<file path="src/rtl/core_c2_lsu_biu.sv">
// C2 load/store bus interface unit: single issue register, in-order outstanding
// tracking with a load-metadata FIFO, store lane alignment and load formatting.
module core_c2_lsu_biu #(
  parameter int unsigned AW      = 32,
  parameter int unsigned MAX_OUT = 4
) (
  input  logic          clk,
  input  logic          rst_n,
  input  logic          req_valid,
  output logic          req_ready,
  input  logic          req_we,
  input  logic [AW-1:0] req_addr,
  input  logic [31:0]   req_wdata,
  input  logic [1:0]    req_size,
  input  logic          req_signed,
  output logic          exu_pause,
  output logic          rsp_valid,
  output logic [31:0]   rsp_data,
  output logic          rsp_err,
  output logic          sb_arvalid,
  input  logic          sb_arready,
  output logic [AW-1:0] sb_araddr,
  input  logic          sb_rvalid,
  output logic          sb_rready,
  input  logic [31:0]   sb_rdata,
  input  logic          sb_rresp,
  output logic          sb_wvalid,
  input  logic          sb_wready,
  output logic [AW-1:0] sb_waddr,
  output logic [31:0]   sb_wdata,
  output logic [3:0]    sb_wstrb,
  input  logic          sb_bvalid,
  output logic          sb_bready,
  input  logic          sb_bresp
);

  localparam int unsigned CW = $clog2(MAX_OUT + 1);
  localparam int unsigned PW = (MAX_OUT > 1) ? $clog2(MAX_OUT) : 1;
  localparam logic [CW:0]   MAX_OCC  = (CW + 1)'(MAX_OUT);
  localparam logic [PW-1:0] PTR_LAST = PW'(MAX_OUT - 1);

  typedef enum logic {DIR_LOAD = 1'b0, DIR_STORE = 1'b1} dir_t;

  typedef struct packed {
    logic [1:0] off;
    logic [1:0] size;
    logic       sgn;
  } meta_t;

  logic          hold_vld;
  dir_t          hold_dir;
  dir_t          odir;
  logic [AW-1:0] hold_addr;
  logic [31:0]   hold_data;
  logic [3:0]    hold_strb;
  logic [1:0]    hold_off;
  logic [1:0]    hold_size;
  logic          hold_sgn;
  logic [CW-1:0] cnt;
  logic [CW:0]   occ;

  meta_t         fifo [MAX_OUT];
  logic [PW-1:0] wr_ptr;
  logic [PW-1:0] rd_ptr;
  meta_t         head;

  logic ar_hs, w_hs, issue, busy, r_hs, b_hs;
  logic misal, idle, room, dir_ok, slot_free;
  logic accept, acc_bus, acc_err;
  logic [31:0] st_data;
  logic [3:0]  st_strb;
  logic [31:0] sh;
  logic [31:0] ld_data;

  function automatic logic [PW-1:0] ptr_next(input logic [PW-1:0] p);
    return (p == PTR_LAST) ? '0 : p + 1'b1;
  endfunction

  assign sb_arvalid = hold_vld & (hold_dir == DIR_LOAD);
  assign sb_wvalid  = hold_vld & (hold_dir == DIR_STORE);
  assign sb_araddr  = hold_addr;
  assign sb_waddr   = hold_addr;
  assign sb_wdata   = hold_data;
  assign sb_wstrb   = hold_strb;
  assign sb_rready  = 1'b1;
  assign sb_bready  = 1'b1;

  assign ar_hs = sb_arvalid & sb_arready;
  assign w_hs  = sb_wvalid & sb_wready;
  assign issue = ar_hs | w_hs;
  assign busy  = (cnt != '0);
  assign r_hs  = sb_rvalid & busy & (odir == DIR_LOAD);
  assign b_hs  = sb_bvalid & busy & (odir == DIR_STORE);

  assign misal = (req_size == 2'd3) ||
                 (req_size == 2'd1 && req_addr[0]) ||
                 (req_size == 2'd2 && req_addr[1:0] != 2'b00);

  // The held request counts towards the limit so that the bus side never has
  // more than MAX_OUT in flight, and direction is judged on bus plus holding
  // register so a firing request of the other kind cannot mix with a new one.
  assign occ       = {1'b0, cnt} + {{CW{1'b0}}, hold_vld};
  assign room      = (occ < MAX_OCC);
  assign idle      = ~busy & ~hold_vld;
  assign dir_ok    = idle | (odir == dir_t'(req_we));
  assign slot_free = ~hold_vld | issue;

  assign req_ready = slot_free & room & dir_ok & (~misal | idle);
  assign exu_pause = req_valid & ~req_ready;
  assign accept    = req_valid & req_ready;
  assign acc_bus   = accept & ~misal;
  assign acc_err   = accept & misal;

  always_comb begin
    st_data = req_wdata;
    st_strb = 4'hF;
    case (req_size)
      2'd0: begin
        st_data = {4{req_wdata[7:0]}};
        st_strb = 4'b0001 << req_addr[1:0];
      end
      2'd1: begin
        st_data = {2{req_wdata[15:0]}};
        st_strb = req_addr[1] ? 4'hC : 4'h3;
      end
      default: ;
    endcase
  end

  assign head = fifo[rd_ptr];
  assign sh   = sb_rdata >> {head.off, 3'b000};

  always_comb begin
    ld_data = sh;
    case (head.size)
      2'd0:    ld_data = head.sgn ? {{24{sh[7]}}, sh[7:0]} : {24'h0, sh[7:0]};
      2'd1:    ld_data = head.sgn ? {{16{sh[15]}}, sh[15:0]} : {16'h0, sh[15:0]};
      default: ld_data = sh;
    endcase
  end

  always_ff @(posedge clk) begin
    if (ar_hs) fifo[wr_ptr] <= '{off: hold_off, size: hold_size, sgn: hold_sgn};
  end

  always_ff @(posedge clk or negedge rst_n) begin
    if (!rst_n) begin
      hold_vld  <= 1'b0;
      hold_dir  <= DIR_LOAD;
      odir      <= DIR_LOAD;
      hold_addr <= '0;
      hold_data <= '0;
      hold_strb <= '0;
      hold_off  <= '0;
      hold_size <= '0;
      hold_sgn  <= 1'b0;
      cnt       <= '0;
      wr_ptr    <= '0;
      rd_ptr    <= '0;
      rsp_valid <= 1'b0;
      rsp_data  <= '0;
      rsp_err   <= 1'b0;
    end else begin
      if (acc_bus) begin
        hold_vld  <= 1'b1;
        hold_dir  <= dir_t'(req_we);
        odir      <= dir_t'(req_we);
        hold_addr <= req_addr & ~(AW'(3));
        hold_data <= st_data;
        hold_strb <= st_strb;
        hold_off  <= req_addr[1:0];
        hold_size <= req_size;
        hold_sgn  <= req_signed;
      end else if (issue) begin
        hold_vld <= 1'b0;
      end

      case ({issue, r_hs | b_hs})
        2'b10:   cnt <= cnt + 1'b1;
        2'b01:   cnt <= cnt - 1'b1;
        default: ;
      endcase

      if (ar_hs) wr_ptr <= ptr_next(wr_ptr);
      if (r_hs)  rd_ptr <= ptr_next(rd_ptr);

      rsp_valid <= r_hs | b_hs | acc_err;
      rsp_err   <= (r_hs & sb_rresp) | (b_hs & sb_bresp) | acc_err;
      rsp_data  <= (r_hs & ~sb_rresp) ? ld_data : '0;
    end
  end

endmodule

</file>
<file path="config.mk">
export PLATFORM = sky130hd
export DESIGN_NAME = core_c2_lsu_biu
export DESIGN_NICKNAME = d
export VERILOG_FILES = /design/src/rtl/core_c2_lsu_biu.sv
export SDC_FILE = /design/constraint.sdc
export NUM_CORES = 1
export LEC_CHECK = 0
export ABC_AREA = 1
export ABC_CLOCK_PERIOD_IN_PS = 3310
export BUFFER_PORTS_ARGS = -buffer_cell sky130_fd_sc_hd__buf_2
export CAP_MARGIN = 20
export CORE_ASPECT_RATIO = 2
export CORE_UTILIZATION = 54
export CTS_CLUSTER_DIAMETER = 120
export DETAILED_ROUTE_END_ITERATION = 10
export PLACE_DENSITY = 0.83
export SETUP_SLACK_MARGIN = 0.05
export SLEW_MARGIN = 40
export SYNTH_ARGS = -nofsm -noshare
export SYNTH_HDL_FRONTEND = slang
export SYNTH_SLANG_ARGS = --single-unit
export TNS_END_PERCENT = 10
</file>
<file path="constraint.sdc">
create_clock -name clk -period 3.31 [get_ports clk]
set_clock_uncertainty 0.2 [all_clocks]
set_input_delay 0 -clock clk [delete_from_list [all_inputs] [get_ports clk]]
set_output_delay 0 -clock clk [all_outputs]
set_load 0.01 [all_outputs]
</file>
==> qor.csv <==
metric;value;unit
status;completed;
avgSynthCellArea;8.393;um2
vias_per_cell;5.799;
arrival;3.21;ns
htree_num_levels;4;
ys.warnings.count;0;
num_vias;7602;
maxSlewHeadroom;49.59;%
fill_cells;706;
max_freq;327.1;MHz
grt_pass1_wl;39.01;mm
critical-path-slowest-cell;dlygate4sd3_1;
total_power;8.465;mW
antenna_found_initial;1;
cts_root_buffer;clkbuf_16;
pin_count;249;
die-area;0.01308;mm2
maxCapViolations;0;
final_common_cell;nand2_1;
pwr-share-seq;32.5;%
grt_pass1_vias;7655;
holdWs;0.1814;ns
intPower;4.868;mW
vdd_drop_max;598.8;uV
sw_frac_of_total;42.50;%
final_cell_mix;274 x nand2_1, 242 x buf_2, 148 x dlygate4sd3_1;
worst-setup-path-type;reg -> reg;
slowest_delay;0.57;ns
overflow;0;
numCtsBuffers;17;
setup_violations;0;
drc_errors;0;
postCtsSetupBuffers;0;
drt_wl_total;25.11;mm
multi_input_area;0.002582;mm2
path_max_fanout;19;
power_density;856.0;mW/mm2
rsz0062_at_grt;no;
dr.pass1.iters;8;
wl_per_cell;19.16;um
pwr-share-comb;44.1;%
syn2layout_area_growth;45.28;%
clock_latency;0.42;ns
postSynthCellCount;811;
crit_path_start_kind;flop;
dieWidth;81.39;um
path_clk_slew;0.06;ns
final_nets;1266;
slew_violations;0;
cts_tree;built;
cp-end-kind;flop;
grt_usage;40.36;%
cp.required;3.46;ns
yosysUniqueCellTypes;34;
period_minus_slack;3.057;ns
drt_iter0_markers;675;
period_share;92.35;%
num_rows;57;
path_cells;inv_2 -> nand2_1 -> nand3_2 -> nand2_2 -> nand2_1 -> nand3_1 -> dlygate4sd3_1 -> nand3_1 -> a21oi_1 -> dlygate4sd3_1;
initial_core_util;55.81;%
p_leak;5.313;nW
clkSinkCount;134;
setup-tns-final;0;ns
grt_start_max_net_pins;61;
ff_latch_area;0.003455;mm2
p_sw;3.597;mW
place_hpwl;14.34;mm
core;0.01220;mm2
antenna_left;0;
gp_congestion;0.9668;
worstMarginPinSlew;0.7562;ns
cts_max_path_buffers;2;
p_clk_share;23.3;%
yosys_register_bits;134;
finalHoldViolCount;0;
hold_class;in -> reg;
dieHeight;160.8;um
drive_gt1_share;27.52;%
synth_area;0.006807;mm2
io_buffer_count;242;
ys_seq_area_share;50.74;%
## power by group through the flow
stage	Combinational [mW]	Sequential (mW)	Clock, mW
after floorplan	2.19	2.86	0
after global placement	3.24	2.70	0
after detailed placement	3.30	2.71	0
after CTS	3.55	2.70	1.98
after global routing	4.08	2.82	2.05
final	3.74	2.75	1.97
## state kept, by name, summed over array words and instances, names as in the netlist
register,cells
cnt,3
fifo,20
hold_off,2
hold_sgn,1
hold_size,2
hold_vld,1
odir,1
rd_ptr,2
rsp_data,32
rsp_err,1
rsp_valid,1
sb_araddr,30
sb_wdata,32
sb_wstrb,4
wr_ptr,2
## metrics by stage
stage	worst slack (ns)	instances	cell area, um2	utilization (%)
floorplan	1.161	815	6822	-
global placement	0.9908	1129	7784	63.82
detailed placement	0.9178	1129	7784	63.82
CTS	0.1735	1310	9889	81.09
global route	0.05546	1311	9888	81.08
finish	0.2531	1311	9888	81.08
## worst paths after layout
check                              from       endpoint  slack, ns  depth (start not counted)
max                           rd_ptr[0]   rsp_data[15]       0.25                         10
min                        req_addr[26]  sb_araddr[26]       0.18                          4
max reg2reg                   rd_ptr[0]   rsp_data[15]       0.25                         10
min reg2reg                 sb_wstrb[1]    sb_wstrb[1]       0.28                          2
max in group asynchronous         rst_n      rd_ptr[0]       1.62                          4
min in group asynchronous         rst_n         cnt[0]       0.43                          3
## critical path, delay by kind of cell, from the launching register on
kind                   cells  cell delay [ns]
buffers and inverters      3             1.25
and+or+nand+nor            6             0.91
DFF                        1             0.49
AOI/OAI and AO/OA          1             0.14
## layer usage
metal,track usage [%],vias up,part of all wire (%)
li1,-,3318,-
met1,40.84,3496,31
met2,68.56,597,51
met3,10.17,191,9.1
met4,29.87,0,8.6
met5,0,-,0
## kinds of logic after synthesis
family / after synthesis / share of synthesized area, %
adders and majority gates: 7 / 1.397
and+or+nand+nor: 433 / 28.86
AOI/OAI and AO/OA: 83 / 6.783
xor gates and xnor gates: 3 / 0.3861
other: 2 / 0.1103
DFF: 134 / 50.74
buffers and inverters: 149 / 11.73
## timing repair
item	4_1_cts	5_1_grt
hold buffers	149	0
hold endpoints to repair	247	0
setup endpoints to repair	0	1
resized for setup	0	1
## cells in the mapped netlist
cell type,count,area share (%)
nand2_1,274,15
dfrtp_1,114,42
nand4_1,73,6.7
nand3_1,50,3.7
inv_1,44,2.4
buf_4,40,4.4
a21oi_1,35,2.6
o21ai_0,28,2.1
clkbuf_1,22,1.2
edfxtp_1,20,8.8
nor2_1,20,1.1
buf_2,17,1.2
inv_2,14,0.77
o211ai_1,10,1.1
buf_6,9,1.5
a211oi_1,7,0.77
ha_1,6,1.1
buf_1,3,0.17
nand2_2,3,0.28
nor2_2,3,0.28
conb_1,2,0.11
nand3_2,2,0.29
nand3_4,2,0.51
o21ai_1,2,0.15
xnor2_1,2,0.26
a21oi_2,1,0.13
fa_1,1,0.29
nand2_4,1,0.17
nand3b_1,1,0.11
nor2_4,1,0.17
nor2_8,1,0.29
nor3_1,1,0.073
or2_1,1,0.092
xor2_1,1,0.13
## area by class of cell
| class | count | area share (%) |
|---|---|---|
| Antenna cell | 1 | 0.02531 |
| Clock buffer | 20 | 4.846 |
| Clock inverter | 12 | 1.367 |
| Inverter | 58 | 2.202 |
| Multi-Input combinational cell | 532 | 26.12 |
| Sequential cell | 134 | 34.94 |
| Tap cell | 147 | 1.860 |
| Timing Repair Buffer | 407 | 28.65 |
No activity file was read; power rests on OpenSTA's default activity.
